[config.mk]
export PLATFORM = sky130hd
export DESIGN_NAME = serial_rx_frame
export DESIGN_NICKNAME = d
export VERILOG_FILES = /design/src/rtl/serial_rx_frame_pkg.sv /design/src/rtl/serial_rx_frame_bit_sync.sv /design/src/rtl/serial_rx_frame.sv
export SDC_FILE = /design/constraint.sdc
export NUM_CORES = 1
export LEC_CHECK = 0
export BUFFER_PORTS_ARGS = -buffer_cell sky130_fd_sc_hd__buf_2
export CORE_ASPECT_RATIO = 1.75
export CORE_UTILIZATION = 52
export DETAILED_ROUTE_END_ITERATION = 6
export PLACE_DENSITY = 0.74
export SYNTH_ARGS = -nofsm -noshare
export SYNTH_HDL_FRONTEND = slang
export SYNTH_HIERARCHICAL = 1
export SYNTH_SLANG_ARGS = --single-unit
[constraint.sdc]
create_clock -name clk -period 1.4 [get_ports clk]
set_input_delay 0.28 -clock clk [delete_from_list [all_inputs] [get_ports clk]]
set_output_delay 0.28 -clock clk [all_outputs]
set_load 0.01 [all_outputs]
[src/rtl/serial_rx_frame_pkg.sv]
// serial_rx_frame_pkg
// Shared definitions for the serial line receiver (and a future transmitter):
// FSM state encodings and the idle level of the serial line.
package serial_rx_frame_pkg;

   // Receiver / transmitter frame states; encodings are fixed so both sides agree.
   typedef enum logic [1:0] {
      ST_IDLE  = 2'd0,
      ST_START = 2'd1,
      ST_DATA  = 2'd2,
      ST_STOP  = 2'd3
   } rx_state_t;

   // Level of an idle serial line; also the reset value of the line synchronizer.
   localparam logic LINE_IDLE = 1'b1;

endpackage : serial_rx_frame_pkg

[src/rtl/serial_rx_frame_bit_sync.sv]
// bit_sync
// Two-flop synchronizer for a single asynchronous input bit.
// Ports:
//   clk  in   destination clock
//   rst  in   synchronous active-high reset; both flops load RESET_VAL
//   d    in   asynchronous input
//   q    out  synchronized output (2-cycle latency)
module bit_sync #(
   parameter logic RESET_VAL = 1'b1
) (
   input  logic clk,
   input  logic rst,
   input  logic d,
   output logic q
);

   logic meta;

   // Two-stage capture of the asynchronous input.
   always_ff @(posedge clk) begin
      if (rst) begin
         meta <= RESET_VAL;
         q    <= RESET_VAL;
      end else begin
         meta <= d;
         q    <= meta;
      end
   end

endmodule : bit_sync

[src/rtl/serial_rx_frame.sv]
// serial_rx_frame
// Asynchronous serial frame receiver: start bit, DATA_W data bits LSB-first,
// one stop bit. The line is oversampled at CLKS_PER_BIT clocks per bit and
// every bit is sampled near its centre.
// Ports:
//   clk        in   single clock, rising edge
//   rst        in   synchronous active-high reset
//   rx         in   serial line (asynchronous, idle high)
//   data       out  last correctly framed word, held until the next one
//   valid      out  one-cycle pulse when data is updated
//   frame_err  out  one-cycle pulse when the stop bit is sampled low
//   busy       out  high whenever the FSM is not idle
module serial_rx_frame
   import serial_rx_frame_pkg::*;
#(
   parameter int CLKS_PER_BIT = 16,
   parameter int DATA_W       = 8
) (
   input  logic              clk,
   input  logic              rst,
   input  logic              rx,
   output logic [DATA_W-1:0] data,
   output logic              valid,
   output logic              frame_err,
   output logic              busy
);

   localparam int CNT_W = $clog2(CLKS_PER_BIT);
   localparam int IDX_W = $clog2(DATA_W + 1);

   // Last count value of the half-bit and full-bit intervals.
   localparam logic [CNT_W-1:0] HALF_LAST = CNT_W'(CLKS_PER_BIT / 2 - 1);
   localparam logic [CNT_W-1:0] BIT_LAST  = CNT_W'(CLKS_PER_BIT - 1);
   localparam logic [IDX_W-1:0] IDX_LAST  = IDX_W'(DATA_W - 1);

   logic              rx_s;
   rx_state_t         state;
   logic [CNT_W-1:0]  cnt;
   logic [IDX_W-1:0]  bit_idx;
   logic [DATA_W-1:0] shift;

   bit_sync #(
      .RESET_VAL (LINE_IDLE)
   ) u_rx_sync (
      .clk (clk),
      .rst (rst),
      .d   (rx),
      .q   (rx_s)
   );

   // Frame FSM with bit timing counter, data shift register and registered outputs.
   always_ff @(posedge clk) begin
      if (rst) begin
         state     <= ST_IDLE;
         cnt       <= '0;
         bit_idx   <= '0;
         shift     <= '0;
         data      <= '0;
         valid     <= 1'b0;
         frame_err <= 1'b0;
         busy      <= 1'b0;
      end else begin
         // Status strobes are single-cycle unless re-asserted below.
         valid     <= 1'b0;
         frame_err <= 1'b0;
         case (state)
            ST_IDLE: begin
               if (rx_s == 1'b0) begin
                  state <= ST_START;
                  cnt   <= '0;
                  busy  <= 1'b1;
               end else begin
                  busy  <= 1'b0;
               end
            end
            ST_START: begin
               // Re-check the line half a bit in: a high line means the low
               // level was only a glitch.
               if (cnt == HALF_LAST) begin
                  if (rx_s == 1'b0) begin
                     state   <= ST_DATA;
                     cnt     <= '0;
                     bit_idx <= '0;
                  end else begin
                     state <= ST_IDLE;
                     busy  <= 1'b0;
                  end
               end else begin
                  cnt <= cnt + 1'b1;
               end
            end
            ST_DATA: begin
               // From the start-bit centre, one full bit period lands on the
               // centre of each data bit.
               if (cnt == BIT_LAST) begin
                  for (int i = 0; i < DATA_W; i++) begin
                     if (bit_idx == IDX_W'(i)) begin
                        shift[i] <= rx_s;
                     end
                  end
                  cnt     <= '0;
                  bit_idx <= bit_idx + 1'b1;
                  if (bit_idx == IDX_LAST) begin
                     state <= ST_STOP;
                  end else begin
                     state <= ST_DATA;
                  end
               end else begin
                  cnt <= cnt + 1'b1;
               end
            end
            ST_STOP: begin
               if (cnt == BIT_LAST) begin
                  if (rx_s == 1'b1) begin
                     data  <= shift;
                     valid <= 1'b1;
                  end else begin
                     frame_err <= 1'b1;
                  end
                  // Return to IDLE immediately so a back-to-back start bit
                  // is seen on the very next cycle.
                  state <= ST_IDLE;
                  cnt   <= '0;
                  busy  <= 1'b0;
               end else begin
                  cnt <= cnt + 1'b1;
               end
            end
            default: begin
               state <= ST_IDLE;
               cnt   <= '0;
               busy  <= 1'b0;
            end
         endcase
      end
   end

endmodule : serial_rx_frame

* After elaboration in Yosys (flattened, before gate mapping)
Index checks and enable logic that the tools add are counted.
** Word-level totals
- Flip-flop bits (word level) :: 31
- Bits in latches :: 0
- Memory bits (writable) :: 0
- ROM bits :: 0
- Input bits :: 3
- Memories :: 0
** Operators by class
- Add/subtract/negate cells :: 2
- $mul :: 0
- Divide/modulo/power cells :: 0
- Magnitude comparators :: 0
- Equality and inequality tests :: 18
- Shift-type cells :: 0
- Multiplexer cells :: 21
- Bitwise gates (word level) :: 2
- Reduce and logical (&&, ||, !) cells :: 18
** Operator list (number)
- $reduce_and A3 Y1 :: 9
- $mux W4 :: 6
- $eq A4 B3 Y1 const B :: 5
- $pmux W4 S3 :: 1
- $reduce_and A4 Y1 :: 3
- $mux W2 :: 5
- $ne A2 B2 Y1 const B :: 5
- $add A4 B1 Y4 const B :: 2
- $eq A4 B2 Y1 const B :: 2
- $pmux W2 S4 :: 1
- $pmux W4 S2 :: 1
- $mux W1 :: 6
- $eq A2 B2 Y1 const B :: 2
- $eq A4 B1 Y1 const B :: 1
- $eq A4 B4 Y1 const B :: 1
- $logic_not A4 Y1 :: 1
- $pmux W1 S3 :: 1
- $reduce_bool A3 Y1 :: 1
- $reduce_or A3 Y1 :: 1
- $eq A2 B1 Y1 const B :: 1
- $logic_not A2 Y1 :: 1
- $ne A2 B1 Y1 const B :: 1
- $not A1 Y1 :: 2
- $reduce_bool A2 Y1 :: 1
- $reduce_or A2 Y1 :: 1

* Depth between registers and ports, before layout
- Depth after elaboration :: 4
- Depth in mapped cells :: 6
- Gate-level depth less buffers :: 5

* Hierarchy
Netlist, hierarchy kept.
** Modules (own cells, without submodules)
- serial_rx_frame :: instances 1, cells each 149, area each 1438.9 um^2
- bit_sync :: instances 1, cells each 4, area each 52.6 um^2

* Worst setup path after synthesis
Ideal clock, no wire load.
- Path kind :: register -> register
- Start point :: reg cnt[0]
- End point :: reg shift[0]
- Data arrival time :: 1.248 ns
- Required time :: 1.272 ns
- Path slack :: 0.024 ns
- Stages on the path, launching flop included :: 7
- Clock period less this slack :: 1.376 ns
- Cell sequence :: dfxtp_1 -> ha_1 -> and3_1 -> buf_6 -> nand4b_1 -> mux2i_1 -> nor2_1
** On the way
- Longest elaborated chain between the ends :: 2
** RTL lines
- start, declared :: RTL line serial_rx_frame.sv:38 : logic [CNT_W-1:0] cnt;
- start signal, assigned :: RTL line serial_rx_frame.sv:89 : cnt <= cnt + 1'b1;
- start signal, assigned :: RTL line serial_rx_frame.sv:109 : cnt <= cnt + 1'b1;
- start signal, assigned :: RTL line serial_rx_frame.sv:126 : cnt <= cnt + 1'b1;
- $eq A4 B4 Y1 :: RTL line serial_rx_frame.sv:95 : if (cnt == BIT_LAST) begin
- $reduce_and A3 Y1 (no source line)
- end signal, assigned by index :: RTL line serial_rx_frame.sv:98 : shift[i] <= rx_s;
- end, declared :: RTL line serial_rx_frame.sv:40 : logic [DATA_W-1:0] shift;
No other way between the ends.
A chain may end at the register's enable or synchronous reset.

* Worst setup path after layout
- Start point :: reg cnt[1]
- End point :: reg cnt[1]
** On the way
- Longest elaborated chain between the ends :: 3
- Elaborated cells on any way between the ends :: 7
** RTL lines
- $add A4 B1 Y4 (tied with other cells) :: RTL line serial_rx_frame.sv:89, serial_rx_frame.sv:109, serial_rx_frame.sv:126
- $mux W4, on equally long branches :: RTL line serial_rx_frame.sv:95, serial_rx_frame.sv:113, serial_rx_frame.sv:79
- $pmux W4 S3 * :: RTL line serial_rx_frame.sv:66 : case (state)
Every way passes the cells marked *; elsewhere a longest branch is shown, timed or not.

==> flow_summary.yaml <==
status:
  result_of_the_run: "finished clean"
logic_synthesis:
  synth_area_per_cell_sq_um: 9.75
  synthDistinctLibCells: 44
  ys_seq_elements: 31
  yosys.area.top_type_share_pct: 41.6
  synth_fp_nets: 161
  synth_top_cells_by_area: "sky130_fd_sc_hd__dfxtp_1 (42%), sky130_fd_sc_hd__mux2i_1 (11%), sky130_fd_sc_hd__nor2_1 (5.8%), sky130_fd_sc_hd__ha_1 (4.2%), sky130_fd_sc_hd__nand4b_1 (2.3%)"
  synth_top_cell_by_area: "sky130_fd_sc_hd__dfxtp_1"
  ys_async_sr_fraction_pct: 0
  synthesis.instances: 153
  mappedNetlistArea_sq_um: 1490
  ys_dominant_reg_cell: "sky130_fd_sc_hd__dfxtp_1"
  yosys_warnings: 6
  ys_top_cells_by_count: "sky130_fd_sc_hd__dfxtp_1 (31), sky130_fd_sc_hd__nor2_1 (23), sky130_fd_sc_hd__mux2i_1 (17), sky130_fd_sc_hd__buf_2 (6), sky130_fd_sc_hd__nand2_1 (6)"
  yosys.cell_count.top_type: "sky130_fd_sc_hd__dfxtp_1"
  ys_seq_area_share_pct: 41.6
  count_of_flip_flops_with_a_built_in_enable_after_synthesis: 0
critical_path:
  worst-path-max-fanout: 5
  cp_data_required_time_ns: 1.57
  cpLargestDelayFamily: "flip-flops"
  critical_path.n_buffers_inverters: 2
  cp.arrival_ns: 1.52
  cp_cell_sequence: "ha_4 -> buf_6 -> nand3b_1 -> a21oi_2 -> buf_4 -> a32o_1"
  worst-setup-path-type: "reg2reg"
  cpPeakStageDelay_ns: 0.34
  crit_path_start_kind: "register"
  crit_path_top_delay_cell: "sky130_fd_sc_hd__dfxtp_2"
  worstSetupEndpointType: "register"
drt:
  drt_iter0_drc: 25
  avgViaCountPerCell: 5.88
  routed_wire_length_per_instance_um: 14.9
  drt_first_pass_iters: 4
  drt_drc_violations_left: 0
  num_vias: 1206
  ant_nets: 0
  routed_wl_um: 3060
grt:
  grt_antenna_before_repair: 0
  grt_overflow: 0
  track_usage_pct: 22.0
  grt_first_pass_wirelength_um: 5110
  grt_start_max_net_pins: 25
  via_count_of_the_first_global_routing_pass: 1161
pwr:
  leakagePower_nw: 0.754
  power_density_nw_per_um2: 931
  overall_power_w: 0.00166
  irDropWorstVdd_v: 0.000591
timing:
  max_slew_headroom_pct: 77.2
  transition_time_at_the_pin_with_the_least_slew_margin_ns: 0.342
  max_clock_freq_mhz: 740
  final-setup-viol-count: 0
  slew_violations: 0
  timing.setup.tns_ns: 0
  finClkSkew_ns: 0.00430
  finalHoldViolCount: 0
  finalWorstPathRequiredPeriod_ns: 1.35
  final_min_period_over_clock_period_pct: 96.5
  grt_setup_unrepaired: "true"
  hold_ws_ns: 0.186
floorplanning:
  die_boundary_width_um: 42.5
  initial_core_util_pct: 54.8
  die_y_um: 72.8
  core_area_sq_um: 2720
  fp_rows: 25
  die-area_sq_um: 3090
  io_pins: 14
layout:
  antennaDiodeCount: 0
  fin_util_pct: 65.6
  area_growth_syn_to_layout_pct: 19.7
  final_layout_size_suffix_gt1_share_pct: 30.3
  finish.net_count: 186
placed_design:
  gp_congestion: 0.887
  detailedPlacementHpwl_um: 2260
  port_buffers: 13
flow_run:
  cap_violations: 0
clocking:
  clock_sink_count: 31
  cts.htree.levels: 2
  max-clock-path-buffers: 2
  cts_root_buf: "sky130_fd_sc_hd__clkbuf_8"
  clk_transition_reported_paths_ns: 0.06
  cts-buffers-inserted: 5
  postCtsHoldBufs: 0
  worst_skew_pair_latency_ns: 0.27
  cts_tree: "done"
worst_hold_path:
  holdCritPathClass: "in2reg"
==> cell families after synthesis <==
logic type / after synthesis / share of synthesized area [%]
flip-flops: 31 / 41.6
AO/OA/AOI/OAI: 22 / 10.5
XOR/XNOR: 2 / 1.17
AND/OR/NAND/NOR: 61 / 25.6
multiplexers: 17 / 11.4
buffers and inverters: 15 / 5.54
adder cells (fa/ha/maj): 5 / 4.19
==> worst paths after layout <==
check	from	to	slack, ns	depth (start not counted)
worst max-delay path	cnt[1]$_SDFF_PP0_	cnt[1]$_SDFF_PP0_	0.05	6
worst min-delay path	rx	u_rx_sync/meta$_SDFF_PP1_	0.19	2
worst max register to register	cnt[1]$_SDFF_PP0_	cnt[1]$_SDFF_PP0_	0.05	6
worst min register to register	u_rx_sync/meta$_SDFF_PP1_	u_rx_sync/q$_SDFF_PP1_	0.41	1
==> cell usage in the layout, fill, tap and decap left out, types with 4 or more instances in the layout <==
master,instances
sky130_fd_sc_hd__nand4_1,4
sky130_fd_sc_hd__buf_4,14
sky130_fd_sc_hd__clkbuf_8,6
sky130_fd_sc_hd__nor2_1,23
sky130_fd_sc_hd__ha_1,4
sky130_fd_sc_hd__buf_2,13
sky130_fd_sc_hd__nand2_1,6
sky130_fd_sc_hd__inv_1,4
sky130_fd_sc_hd__dfxtp_1,27
sky130_fd_sc_hd__mux2i_1,17
sky130_fd_sc_hd__nand4b_1,4
sky130_fd_sc_hd__dfxtp_2,4
==> cell type report <==
type	count	area [sq um]
clock buffer	6	82.6
clock inverter	1	5.00
fill	219	936
inverter	4	15.0
multi-input combinational	107	822
sequential	31	626
tap	27	33.8
timing repair buffer	29	201
==> report_power, final <==
group | internal (W) | switching (W) | total [W]
logic | 0.0000307 | 0.0000430 | 0.0000737
clock network | 0.000385 | 0.000303 | 0.000688
registers | 0.000890 | 0.0000102 | 0.000900
==> routing by layer <==
metal / up-vias / track usage (%) / wire [um]
met5: - / 0 / 0
met4: 0 / 15.3 / 104
met3: 9 / 5.45 / 66
met2: 24 / 38.1 / 1730
met1: 582 / 22.7 / 1160
li1: 591 / - / -
==> flip-flops by register name, summed over array words and instances (netlist names), 4 cells and up, named ones only <==
| name | cells |
|---|---|
| bit_idx | 4 |
| cnt | 4 |
| data | 8 |
| shift | 8 |
==> metrics by stage <==
| step | cell area (sq um) | instances | worst slack, ns |
|---|---|---|---|
| CTS | 1760 | 204 | 0.0192 |
| detailed placement | 1650 | 197 | -0.168 |
| global route | 1790 | 205 | -0.0163 |
| finish | 1790 | 205 | 0.0495 |
| floorplan | 1490 | 153 | 0.0241 |
| global placement | 1650 | 197 | -0.0704 |
==> repair_timing <==
| item | CTS | global route |
|---|---|---|
| endpoints found under the setup margin | 25 | 22 |
| pin swaps | 1 | 3 |
| buffers inserted | 0 | 1 |
| hold endpoints to repair | 0 | 0 |
| resized for setup | 5 | 8 |
Note: power is estimated with default switching activity, not from simulation.
